===== config.mk =====
export PLATFORM = sky130hd
export DESIGN_NAME = fir_mac_sequencer
export DESIGN_NICKNAME = d
export VERILOG_FILES = /design/src/rtl/fir_mac_sequencer.sv
export SDC_FILE = /design/constraint.sdc
export NUM_CORES = 1
export LEC_CHECK = 0
export ABC_AREA = 1
export BUFFER_PORTS_ARGS = -buffer_cell sky130_fd_sc_hd__clkbuf_2
export CORE_ASPECT_RATIO = 2
export CORE_MARGIN = 2
export CORE_UTILIZATION = 40
export CTS_CLUSTER_DIAMETER = 30
export CTS_CLUSTER_SIZE = 12
export DETAILED_ROUTE_END_ITERATION = 8
export PLACE_DENSITY = 0.66
export SLEW_MARGIN = 5
export SYNTH_ARGS = -nofsm -noshare
export SYNTH_HDL_FRONTEND = slang
export SYNTH_SLANG_ARGS = --single-unit

===== constraint.sdc =====
create_clock -name clk_i -period 5.6 [get_ports clk_i]
set_clock_uncertainty 0.1 [all_clocks]
set_input_delay 0.56 -clock clk_i [delete_from_list [all_inputs] [get_ports clk_i]]
set_output_delay 0.56 -clock clk_i [all_outputs]
set_load 0.005 [all_outputs]

===== src/rtl/fir_mac_sequencer.sv =====
// FIR front end: buffers the last TAPS samples and sequences taps into an external signed MAC.
// Latency: sample handshake to y_valid_o is TAPS+3 cycles; accepts one sample every TAPS+4 cycles.
// Backpressure: s_ready_o is low from a sample handshake until the result handshake completes.
module fir_mac_sequencer #(
    parameter int TAPS  = 8,
    parameter int A_W   = 24,
    parameter int B_W   = 18,
    parameter int RES_W = 43
) (
    input  logic                     clk_i,
    input  logic                     rst_ni,
    input  logic                     s_valid_i,
    output logic                     s_ready_o,
    input  logic signed [A_W-1:0]    s_data_i,
    input  logic                     coef_we_i,
    input  logic [$clog2(TAPS)-1:0]  coef_addr_i,
    input  logic signed [B_W-1:0]    coef_data_i,
    output logic signed [A_W-1:0]    mac_a_o,
    output logic signed [B_W-1:0]    mac_b_o,
    output logic                     mac_clear_o,
    input  logic signed [RES_W-1:0]  mac_res_i,
    output logic                     y_valid_o,
    input  logic                     y_ready_i,
    output logic signed [RES_W-1:0]  y_data_o
);

    localparam int PTR_W = $clog2(TAPS);

    typedef enum logic [1:0] {
        S_IDLE,
        S_RUN,
        S_WAIT,
        S_OUT
    } state_t;

    state_t                 state_q;
    logic [PTR_W-1:0]       wr_ptr_q;
    logic [PTR_W-1:0]       base_q;
    logic [PTR_W-1:0]       tap_q;
    logic [PTR_W-1:0]       tap_nxt;
    logic [PTR_W-1:0]       rd_idx;
    logic                   wait2_q;
    logic signed [A_W-1:0]  sbuf_q [TAPS];
    logic signed [B_W-1:0]  coef_q [TAPS];
    logic                   s_hs;
    logic                   coef_wr;

    assign s_hs    = s_valid_i & s_ready_o;
    assign coef_wr = coef_we_i & (state_q == S_IDLE);
    assign tap_nxt = tap_q + PTR_W'(1);
    // Newest sample sits at base; older taps walk backwards, wrapping naturally at power-of-two depth.
    assign rd_idx  = base_q - tap_nxt;

    always_ff @(posedge clk_i or negedge rst_ni) begin
        if (!rst_ni) begin
            for (int i = 0; i < TAPS; i++) begin
                sbuf_q[i] <= '0;
                coef_q[i] <= '0;
            end
        end else begin
            if (s_hs) begin
                sbuf_q[wr_ptr_q] <= s_data_i;
            end
            if (coef_wr) begin
                coef_q[coef_addr_i] <= coef_data_i;
            end
        end
    end

    always_ff @(posedge clk_i or negedge rst_ni) begin
        if (!rst_ni) begin
            state_q     <= S_IDLE;
            wr_ptr_q    <= '0;
            base_q      <= '0;
            tap_q       <= '0;
            wait2_q     <= 1'b0;
            s_ready_o   <= 1'b0;
            mac_a_o     <= '0;
            mac_b_o     <= '0;
            mac_clear_o <= 1'b0;
            y_valid_o   <= 1'b0;
            y_data_o    <= '0;
        end else begin
            mac_clear_o <= 1'b0;
            case (state_q)
                S_IDLE: begin
                    s_ready_o <= 1'b1;
                    if (s_hs) begin
                        s_ready_o <= 1'b0;
                        base_q    <= wr_ptr_q;
                        wr_ptr_q  <= wr_ptr_q + PTR_W'(1);
                        tap_q     <= '0;
                        // Tap 0 bypasses both arrays so a same-cycle sample or c[0] write is seen.
                        mac_a_o   <= s_data_i;
                        mac_b_o   <= (coef_wr && coef_addr_i == '0) ? coef_data_i : coef_q[0];
                        state_q   <= S_RUN;
                    end
                end
                S_RUN: begin
                    // The MAC registers its product, so the clear lands one cycle after tap 0.
                    if (tap_q == '0) begin
                        mac_clear_o <= 1'b1;
                    end
                    if (tap_q == PTR_W'(TAPS - 1)) begin
                        mac_a_o <= '0;
                        mac_b_o <= '0;
                        wait2_q <= 1'b0;
                        state_q <= S_WAIT;
                    end else begin
                        mac_a_o <= sbuf_q[rd_idx];
                        mac_b_o <= coef_q[tap_nxt];
                        tap_q   <= tap_nxt;
                    end
                end
                S_WAIT: begin
                    wait2_q <= 1'b1;
                    if (wait2_q) begin
                        y_data_o  <= mac_res_i;
                        y_valid_o <= 1'b1;
                        state_q   <= S_OUT;
                    end
                end
                S_OUT: begin
                    if (y_ready_i) begin
                        y_valid_o <= 1'b0;
                        s_ready_o <= 1'b1;
                        state_q   <= S_IDLE;
                    end
                end
                default: state_q <= S_IDLE;
            endcase
        end
    end

endmodule


After elaboration in Yosys (flattened, before gate mapping)
Cells that the tools add are included.
Storage, ports and cells
  flip-flop bits (word level): 436
  latch bits: 0
  memories: 0
  RAM bits: 0
  word-level logic and storage cells: 106
  memory bits (read-only): 0
  bits of input ports: 93
  output and inout bits: 88
Operators by class
  mux-type cells: 37
  div/mod/pow operators: 0
  multiply operators: 0
  shift operators: 0
  bitwise logic cells: 6
  add/subtract/negate cells: 3
  order comparisons: 6
  reductions and logical operators: 18
  eq/ne operators: 9
Operators by type and width (number)
  $bwmux 192: 1
  $bwmux 144: 1
  $mux 24: 5
  $mux 18: 6
  $bmux 24 s3: 1
  $demux 24 s3: 1
  $bmux 18 s3: 1
  $demux 18 s3: 1
  $pmux 24 s2: 1
  $pmux 18 s2: 1
  $ge 4x4->1 const B: 4
  $not 3->4: 4
  $ne 2x2->1 const B: 5
  $reduce_and 2->1: 5
  $lt 4x1->1 const B: 2
  $mux 2: 4
  $pmux 2 s4: 1
  $reduce_bool 2->1: 4
  $mux 1: 7
  $add 3x1->3 const B: 2
  $logic_not 3->1: 2
  $mux 3: 2
  $pmux 1 s2: 3
  $pmux 3 s2: 1
  9 further kinds: 14

Logic depth before layout (Yosys ltp)
Gate-level depths: netlist of the first run.
  depth after elaboration: 8
  mapped depth: 13
  mapped depth without buffers: 10

Least setup slack after synthesis of the first run
OpenSTA, ideal clock, no wires.
  path type: flip-flop to flip-flop
  start point: register tap_q[0]
  end point: register mac_a_o[22]
  setup slack: 2.946 ns
  library setup time: 0.122 ns
  required time: 5.378 ns
  arrival: 2.432 ns
  clock period less this slack: 2.654 ns
  buffers on the path: 3
  cell stages (with the launch flop): 13
  path through: dfrtp_1 -> clkinv_1 -> clkbuf_1 -> ha_1 -> fa_1 -> inv_1 -> buf_2 -> buf_1 -> nand3_1 -> nand2_1 -> nand3_1 -> nand3_1 -> a21oi_1
On the way
  cells in the longest elaborated chain, start to end: 8
  elaborated cells on any way between the ends: 9
  those cells by class: 2 x add/sub; 1 x eq/ne; 5 x mux; 1 x bitwise
Ends and longest elaborated chain
  start, declared: line 39  | logic [PTR_W-1:0] tap_q;
  start signal, assigned: line 112  | tap_q <= tap_nxt;
  $add 3x1->3: line 50  | assign tap_nxt = tap_q + PTR_W'(1);
  $sub 3x3->3: line 52  | assign rd_idx = base_q - tap_nxt;
  $not 3->4 (not written as such): line 110  | mac_a_o <= sbuf_q[rd_idx];
  $bmux 24 s3: line 110
  $mux 24 (not written as such) (2 in series): line 110
  $mux 24 (*): line 104  | if (tap_q == PTR_W'(TAPS - 1)) begin
  $pmux 24 s2 (*): line 85  | case (state_q)
  end signal, assigned: line 94  | mac_a_o <= s_data_i;
  end signal, assigned: line 110
  end, declared: line 18  | output logic signed [A_W-1:0] mac_a_o,
Every way passes the cells marked *; elsewhere a longest branch is shown, timed or not. The select of a mux whose other input is x is not followed.
A chain may end at the register's enable or synchronous reset.

Final worst setup path of the first run
  start point: register tap_q[0]
  end point: register mac_a_o[18]
The elaborated chain is that of the path after synthesis.

==> results.md, run 1 <==
* Status: finished, final reports clean
* Rel. slew slack at 0.267
* Routability cong. at 0.778
* CTS Buf Count at 70
* Max_cap viols at 0
* Number of max-slew violations in the final report at 0
* Ant. Diodes at 0
* Routed WL at between 50000 and 60000 um
* Post-Syn Instances at approximately 2400
* Unrepaired setup endpoints after global routing: false
* Number of routed nets with antenna violations at 0
* Total track usage at 0.212
* DP Worst Slack at ~1.3 ns
* Mapped Nets at 2459
* Clock Latency Late Sink at 0.58 ns
* Setup violators final at 0
* Initial Util at 0.403
* Initial antenna violation count at 1
* Setup TNS at 0 ns
* Main synth FF type: dfrtp_1
* Cts repair resizes at 0
* Worst min path class: primary input to flip-flop
* Post-route DRC at 0
* Crit start category: flip-flop
* Layout area overhead at 18.3%
* Netlist cell types at 32
* Clk sinks at approximately 440
* Worst-margin pin slew at ~1.1 ns
* Top cells by area, synth: dfrtp_1, nand2_1, o21ai_0
* Post-synth EDFFs at 0
* Tmin final at around 4.3 ns
* Ys async rst share at 1.00
* NumNets Final at about 2600
* Clock Path Buffers at 3
* Seq cells post-synth at 436
* Slowest stage cell, crit path: nand2_2
* IO Pins at between 150 and 200
* Layout cell share with drive strength beyond 1 at 0.156
* Chip width at roughly 160 um
* Rows at roughly 120
* Area leader, netlist: dfrtp_1
* Dpl cell area at roughly 21000 um2
* Ys Warns at 0
* Lkg Pwr at 11.3 nW
* DR WL/cell at roughly 17 um
* Post-synthesis area per instance at around 8.4 um2
* Non-filler cells, final at between 3000 and 4000
* CP Class: flip-flop to flip-flop
* Initial drt markers at 1249
* Die Outline Area at 51200 um2
* First-pass GRT wire length at just under 90000 um
* Final Hold Fails at 0
* Root Buffer: clkbuf_16
* Post-synthesis sequential area ratio at 0.553
* CP endpoint kind: flip-flop
* Power per cell area at between 600 and 700 nW/um2
* Util after Layout at 0.477
* Period utilization at 0.766
* Vias in the first global route at between 15000 and 20000
* Crit-path max cell delay at between 0.8 and 0.9 ns
* Req. time, crit path at approximately 6.0 ns
* DR vias at around 16000
* Overflow after GRT at 0
* Worst path cell trace: ha_1, ha_1, buf_4, inv_1, nand2_1, nand3_2, nand2_2, nand2_1, nand3_1, a21oi_1
* H-tree depth at 3
* Power Total at around 16 mW
* Netlist Area Pre-Place at around 20000 um2
* PortBufs at 180
* FMAX at around 230 MHz
* Die Y-Extent at roughly 320 um
* Fin Hold WS at roughly 0.12 ns
* Area share of the largest cell type after synthesis at 0.553
* Worst Path Max Fanout at 39
* Final worst-path setup slack at approximately 1.3 ns
* Most frequent cells in the layout: nand2_1, dfrtp_1, o21ai_0
* Leading cell type in the layout, fill and taps excluded: nand2_1
* TritonCTS clock tree: yes
* Clk slew on worst S/H paths at ~0.05 ns
* CP arrival at between 4 and 5 ns
* Placed insts at between 3000 and 4000
* DR vias/cell at between 5 and 6
* VDD IR max at 846 uV
* Core area at just under 50000 um2
* Final non-filler cell area at about 23000 um2
* Post-DP HPWL at roughly 30000 um
* First-pass DRT Iterations at 5
* Largest net degree at the start of global routing at between 150 and 200
==> area by class of cell <==
type,instances,area [um2]
clock inverters,29,325
well taps,643,805
fillers,4775,25600
flip-flops and latches,436,10900
clock buffers,91,2000
inverters,127,477
repair buffers,204,1120
multi-input cells,1644,7700
==> worst max-delay path, delay by kind of cell, from the launching register on <==
kind | cells | cell delay, ns
buffers and inverters | 2 | 0.76
adder cells (fa/ha/maj) | 2 | 0.56
AND/OR/NAND/NOR | 5 | 2.06
AO/OA/AOI/OAI | 1 | 0.06
flip-flops | 1 | 0.64
==> timing repair <==
action / CTS / global route
hold endpoints to repair: 85 / 0
hold buffers: 1 / 0
buffers inserted: 0 / 0
==> per-layer routing <==
metal,share of wire,vias up,GRT usage
met4,0.021,2,0.0653
li1,-,7892,-
met5,0.00030,-,0
met2,0.48,546,0.351
met3,0.068,83,0.0395
met1,0.43,7670,0.283
==> cell families (layout without fill, tap and decap cells) <==
kind of cell / count (synthesis) / after routing / share of synthesized area
simple gates: 1135 / 1135 / 0.238
compound gates: 454 / 454 / 0.120
mux: 43 / 43 / 0.0245
fa+ha+maj: 10 / 10 / 0.00672
buf+inv: 276 / 451 / 0.0577
flops: 436 / 436 / 0.553
xor+xnor: 2 / 2 / 0.000888
==> Yosys cell counts (20+ instances only) <==
library cell and n:
clkbuf_1 68, mux2_2 43, buf_1 21, o21ai_1 20, nand2_1 700, buf_2 54, inv_1 122, o21ai_0 347
dfrtp_1 436, nor2_1 163, nand3_1 235, a21oi_1 57
==> worst paths after layout <==
path | from | end | slack [ns] | cells past startpoint
max reg2reg | tap_q[0] | mac_a_o[18] | 1.31 | 10
min reg2reg | coef_q[57] | coef_q[57] | 0.38 | 2
min | mac_res_i[33] | y_data_o[33] | 0.12 | 2
min in group asynchronous | rst_ni | coef_q[95] | 0.49 | 2
max | tap_q[0] | mac_a_o[18] | 1.31 | 10
max in group asynchronous | rst_ni | y_data_o[14] | 3.51 | 3
==> power breakdown <==
| group | internal [mW] | switching (mW) | leakage, nW | total (mW) |
|---|---|---|---|---|
| logic | 2.35 | 4.05 | 4.81 | 6.40 |
| clock network | 2.75 | 1.51 | 1.13 | 4.25 |
| registers | 4.66 | 0.820 | 5.36 | 5.48 |
==> sequential cells by signal, summed over array words and instances, names as in the netlist, 2 cells and up <==
register and count:
sbuf_q 192, coef_q 144, y_data_o 43, mac_a_o 24
mac_b_o 18, base_q 3, tap_q 3, wr_ptr_q 3
state_q 2
Power figures use the tool's default switching activity.
==> run 2: changes to the inputs <==
PLACE_DENSITY = 0.69   (was 0.66)
clock period = 3.8 ns   (was 5.6 ns; I/O delays follow)
==> results.md, run 2 (same netlist as run 1, synthesis figures left out) <==
* H-tree depth at 3 (unchanged)
* DR vias at 16800 (+4.0%)
* Status: finished, final reports clean
* Period utilization at 0.753 (-0.0124)
* Layout area overhead at 22.3%
* Worst min path class: primary input to flip-flop
* Min-delay src: s_data_i[0]
* Routed WL at 55700 um (+4.4%)
* Routability cong. at 0.752 (-3.3%)
* Largest net degree at the start of global routing at 111 (-30%)
* Lkg Pwr at 11.6 nW (+3.0%)
* VDD IR max at 1300 uV (+54%)
* Ant. Diodes at 0 (unchanged)
* Number of routed nets with antenna violations at 0 (unchanged)
* CP Launch Point: tap_q[0]
* Cts repair resizes at 0 (unchanged)
* Vias in the first global route at 17200 (+6.9%)
* IO Pins at 181 (unchanged)
* Rows at 115 (unchanged)
* Clock Path Buffers at 3 (unchanged)
* Biggest regs: sbuf_q (192), coef_q (144), y_data_o (43)
* Root Buffer: clkbuf_16
* R2r startpoint: tap_q[0]
* R2r endpoint: mac_a_o[18]
* CP endpoint kind: flip-flop
* Max_cap viols at 0 (unchanged)
* Number of max-slew violations in the final report at 0 (unchanged)
* Clk slew on worst S/H paths at 0.05 ns (about the same)
* CP Class: flip-flop to flip-flop
* Most frequent cells in the layout: nand2_1, dfrtp_1, o21ai_0
* CTS Buf Count at 74 (+5.7%)
* Initial antenna violation count at 0 (-1)
* Power per cell area at 1010 nW/um2 (+46%)
* NumNets Final at 2648 (+2.4%)
* Hold path depth at 3 (+1)
* TritonCTS clock tree: yes
* Final Hold Fails at 0 (unchanged)
* Setup violators final at 0 (unchanged)
* Worst-margin pin slew at 1.20 ns (+0.102 ns)
* Rel. slew slack at 0.199 (-0.0678)
* Reg with most FFs: sbuf_q
* Clock Latency Late Sink at 0.59 ns (about the same)
* Tmin final at 2.86 ns (-1.43 ns)
* Die Y-Extent at 318 um (unchanged)
* Power Total at 24.4 mW (+51%)
* Unrepaired setup endpoints after global routing: false
* Core area at 48900 um2 (unchanged)
* First-pass DRT Iterations at 6 (+1)
* DR WL/cell at 17.1 um (+2.1%)
* Post-CTS Repair Setup Buffers at 0 (unchanged)
* First-pass GRT wire length at 91400 um (+4.8%)
* Flop-to-flop setup slack at 0.94 ns (-0.37 ns)
* Multi-input gate area at 7700 um2 (unchanged)
* Clk sinks at 436 (unchanged)
* Post-DP HPWL at 30400 um (+1.4%)
* Post-route DRC at 0 (unchanged)
* Initial drt markers at 1500 (+20%)
* FMAX at 349 MHz (+50%)
* Chip width at 161 um (unchanged)
* Total track usage at 0.221 (+0.00951)
* Layout cell share with drive strength beyond 1 at 0.165 (+0.00868)
* Sequential standard cell area at 10900 um2 (unchanged)
* Leading cell type in the layout, fill and taps excluded: nand2_1
* Req. time, crit path at 4.16 ns (-1.80 ns)
* Die Outline Area at 51200 um2 (unchanged)
* Initial Util at 0.403 (unchanged)
* PortBufs at 180 (unchanged)
* Worst Path Max Fanout at 48 (+23%)
* Overflow after GRT at 0 (unchanged)
* Setup TNS at 0 ns (unchanged)
* Hold endpoint: mac_a_o[0]
* Fill count at 4580 (-4.1%)
* Crit start category: flip-flop
* DR vias/cell at 5.19 (+1.7%)
* Reg2reg path depth at 11 (+1)
* CP arrival at 3.22 ns (-1.42 ns)
* Max FFs per register at 192 (unchanged)
==> run 2: cell count changes in the layout (fill, tap and decap cells not counted), sizes merged <==
cell,delta
dlygate4sd3,+44
buf,+14
inv,+9
clkinvlp,+6
clkinv,+5
clkbuf,-4
bufinv,-1
==> run 2: routing by layer <==
metal	routed length, um	track usage	share of wire
met3	4130	0.0449	0.074
met1	23700	0.293	0.43
met5	0	0	0
met2	26700	0.365	0.48
met4	1170	0.0726	0.021
==> run 2: timing repair <==
item / in CTS / in global routing
hold buffers: 45 / 0
endpoints found under the setup margin: 0 / 0
hold endpoints to repair: 105 / 0
==> run 2: power by group <==
group / switching (mW) / total [mW] / leakage, nW / internal, mW
sequential: 1.22 / 8.08 / 5.36 / 6.86
clock: 2.45 / 6.61 / 1.20 / 4.16
combinational: 6.11 / 9.71 / 5.08 / 3.61
total: 9.77 / 24.4 / 11.6 / 14.6
==> run 2: worst max path at each step <==
stage	cells after the start	end	slack, ns
2_1_floorplan	12	mac_a_o[22]	1.15
5_1_grt	11	mac_a_o[6]	0.78
3_5_place_dp	11	mac_a_o[18]	0.94
3_3_place_gp	12	mac_a_o[6]	0.99
6_report	11	mac_a_o[18]	0.94
4_1_cts	11	mac_a_o[18]	0.95
==> run 2: critical path: stages, from the launching register on <==
cell	delay, ns
dfrtp_4	0.47
clkinv_1	0.07
buf_4	0.36
ha_4	0.20
fa_2	0.44
inv_1	0.06
buf_4	0.54
nand3_1	0.14
nand2_1	0.09
nand2_1	0.05
nand3_1	0.12
a21oi_1	0.07
==> run 2: final cells by class <==
type / instances / area share
flip-flops and latches: 436 / 0.452
well taps: 643 / 0.0333
repair buffers: 262 / 0.0715
clock buffers: 87 / 0.0842
clock inverters: 48 / 0.0199
multi-input cells: 1644 / 0.319
inverters: 127 / 0.0197
==> run 2: through the flow <==
stage | hold WS (ns) | std cells | utilization | setup WS (ns) | cell area, um2
floorplan | -0.0156 | 2356 | - | 1.15 | 19700
global placement | 0.290 | 3067 | 0.433 | 0.993 | 21200
detailed placement | 0.296 | 3067 | 0.433 | 0.939 | 21200
CTS | 0.00130 | 3247 | 0.493 | 0.948 | 24100
global route | 0.00987 | 3247 | 0.493 | 0.781 | 24100
finish | 0.0172 | 3247 | 0.493 | 0.938 | 24100
==> run 3: changes to the inputs <==
clock period = 2.3 ns   (was 3.8 ns; I/O delays follow)
==> results.md, run 3 (same netlist as run 1, synthesis figures left out) <==
* Biggest regs: sbuf_q (192), coef_q (144), y_data_o (43)
* H-tree depth at 3 (unchanged)
* Initial Util at 0.403 (unchanged)
* Worst-margin pin slew at 0.840 ns (-0.361 ns)
* Layout cell share with drive strength beyond 1 at 0.188 (+0.0236)
* Lkg Pwr at 12.3 nW (+6.0%)
* Routability cong. at 0.769 (+2.3%)
* Post-DP HPWL at 32100 um (+5.6%)
* TritonCTS clock tree: yes
* CP endpoint kind: flip-flop
* Slowest stage cell, crit path: fa_2
* Rows at 115 (unchanged)
* First-pass DRT Iterations at 5 (-1)
* IO Pins at 181 (unchanged)
* Leading cell type in the layout, fill and taps excluded: nand2_1
* Most frequent cells in the layout: nand2_1, dfrtp_1, o21ai_0
* Final worst-path setup slack at -0.0122 ns (-0.950 ns)
* DR vias at 17300 (+2.7%)
* Failing checks: negative setup slack
* CTS Buf Count at 76 (+2.7%)
* Final non-filler cell area at 25600 um2 (+6.1%)
* NumNets Final at 2732 (+3.2%)
* Final Hold Fails at 0 (unchanged)
* Routed WL at 57900 um (+3.9%)
* CP arrival at 2.72 ns (-0.50 ns)
* Die Outline Area at 51200 um2 (unchanged)
* DR WL/cell at 17.3 um (+1.2%)
* Non-filler cells, final at 3336 (+2.7%)
* Post-route DRC at 0 (unchanged)
* Worst Path Max Fanout at 13 (-73%)
* Die Y-Extent at 318 um (unchanged)
* Layout area overhead at 29.9%
* FMAX at 432 MHz (+24%)
* Fill count at 4487 (-2.0%)
* Root Buffer: clkbuf_16
* Dpl cell area at 21700 um2 (+2.3%)
* Power Total at 44.3 mW (+82%)
* Req. time, crit path at 2.71 ns (-1.45 ns)
* Crit start category: flip-flop
* First-pass GRT wire length at 92500 um (+1.2%)
* Flop-to-flop setup slack at -0.01 ns (-0.95 ns)
* Cell repeated most along the worst path: nand3_1
* Rel. slew slack at 0.440 (+0.241)
* Number of max-slew violations in the final report at 0 (unchanged)
* Chip width at 161 um (unchanged)
* Power per cell area at 1730 nW/um2 (+71%)
* Max_cap viols at 0 (unchanged)
* VDD IR max at 1130 uV (-13%)
* Crit-path max cell delay at 0.61 ns (+0.07 ns)
* R2r endpoint: mac_a_o[3]
* Setup violators final at 2 (+2)
* Unrepaired setup endpoints after global routing: true
* Setup TNS at -0.0224 ns (-0.0224 ns)
* Tmin final at 2.31 ns (-0.550 ns)
* Number of routed nets with antenna violations at 0 (unchanged)
* Total track usage at 0.225 (+0.00317)
* Worst path cell trace: inv_4, ha_4, fa_2, clkinv_4, clkbuf_16, nand3_1, nand2_1, nand3_1, nand3_1, a21oi_1
* Worst min path class: primary input to async pin
* Clock Latency Late Sink at 0.59 ns (about the same)
* Core area at 48900 um2 (unchanged)
* Overflow after GRT at 0 (unchanged)
* Placed insts at 3097 (+0.98%)
* Initial antenna violation count at 1 (+1)
* Largest net degree at the start of global routing at 111 (unchanged)
* Period utilization at 1.01 (+0.252)
* Status: finished with violations
* Util after Layout at 0.524 (+0.0303)
* CP Class: flip-flop to flip-flop
* Reg with most FFs: sbuf_q
* Vias in the first global route at 17300 (+0.78%)
* PortBufs at 180 (unchanged)
* R2r startpoint: tap_q[0]
* Initial drt markers at 1349 (-10%)
* Clk slew on worst S/H paths at 0.05 ns (about the same)
* Clk sinks at 436 (unchanged)
* DR vias/cell at 5.19 (about the same)
* Max FFs per register at 192 (unchanged)
* Clock Path Buffers at 3 (unchanged)
* Reg2reg path depth at 10 (-1)
[run 3: through the flow]
| step | hold slack, ns | setup slack (ns) |
|---|---|---|
| final | 0.0696 | -0.0122 |
| after global routing | 0.0789 | -0.0966 |
| after floorplan | -0.166 | 0.000996 |
| after global placement | 0.0966 | 0.0604 |
| after detailed placement | 0.0972 | 0.0156 |
| after CTS | 0.0393 | 0.0106 |
[run 3: worst max-delay path by stage]
stage	start	end	slack (ns)	cells after the start
after floorplan	tap_q[0]	mac_a_o[6]	0.001	10
after global placement	tap_q[0]	mac_a_o[13]	0.06	10
after detailed placement	tap_q[0]	mac_a_o[13]	0.02	10
after CTS	tap_q[0]	mac_a_o[4]	0.01	10
after global routing	tap_q[0]	mac_a_o[6]	-0.1	11
final	tap_q[0]	mac_a_o[3]	-0.01	10
[run 3: timing repair]
item	CTS	global route
gates resized for setup	0	39
endpoints found under the hold margin	725	0
hold buffers	88	0
endpoints found under the setup margin	1	52
setup buffers	0	3
gates cloned	0	6
pin swaps	1	18
[run 3: critical path, delay by kind of cell, from the launching register on]
family | cells | cell delay [ns]
AOI/OAI and AO/OA | 1 | 0.14
DFF | 1 | 0.50
adders and majority gates | 2 | 0.80
buffers and inverters | 3 | 0.39
and+or+nand+nor | 4 | 0.30
[run 3: cell type report]
cell class	count	area (um2)	share of cell area
sequential	436	10900	0.426
clock buffer	91	2080	0.0812
inverter	127	484	0.0189
antenna	1	2.50	0.0000977
multi-input combinational	1644	7870	0.307
clock inverter	50	664	0.0259
tap	643	805	0.0314
timing repair buffer	344	2800	0.109
[run 3: layer usage]
| layer | track usage | wire, um |
|---|---|---|
| met3 | 0.0471 | 4770 |
| met5 | 0 | 0 |
| met4 | 0.0935 | 1550 |
| met2 | 0.362 | 27500 |
| met1 | 0.294 | 24100 |
[run 3: power by group]
| group | switching (mW) | total, mW | internal (mW) |
|---|---|---|---|
| clock | 4.12 | 12.0 | 7.88 |
| sequential | 2.06 | 13.4 | 11.3 |
| combinational | 11.1 | 18.9 | 7.85 |
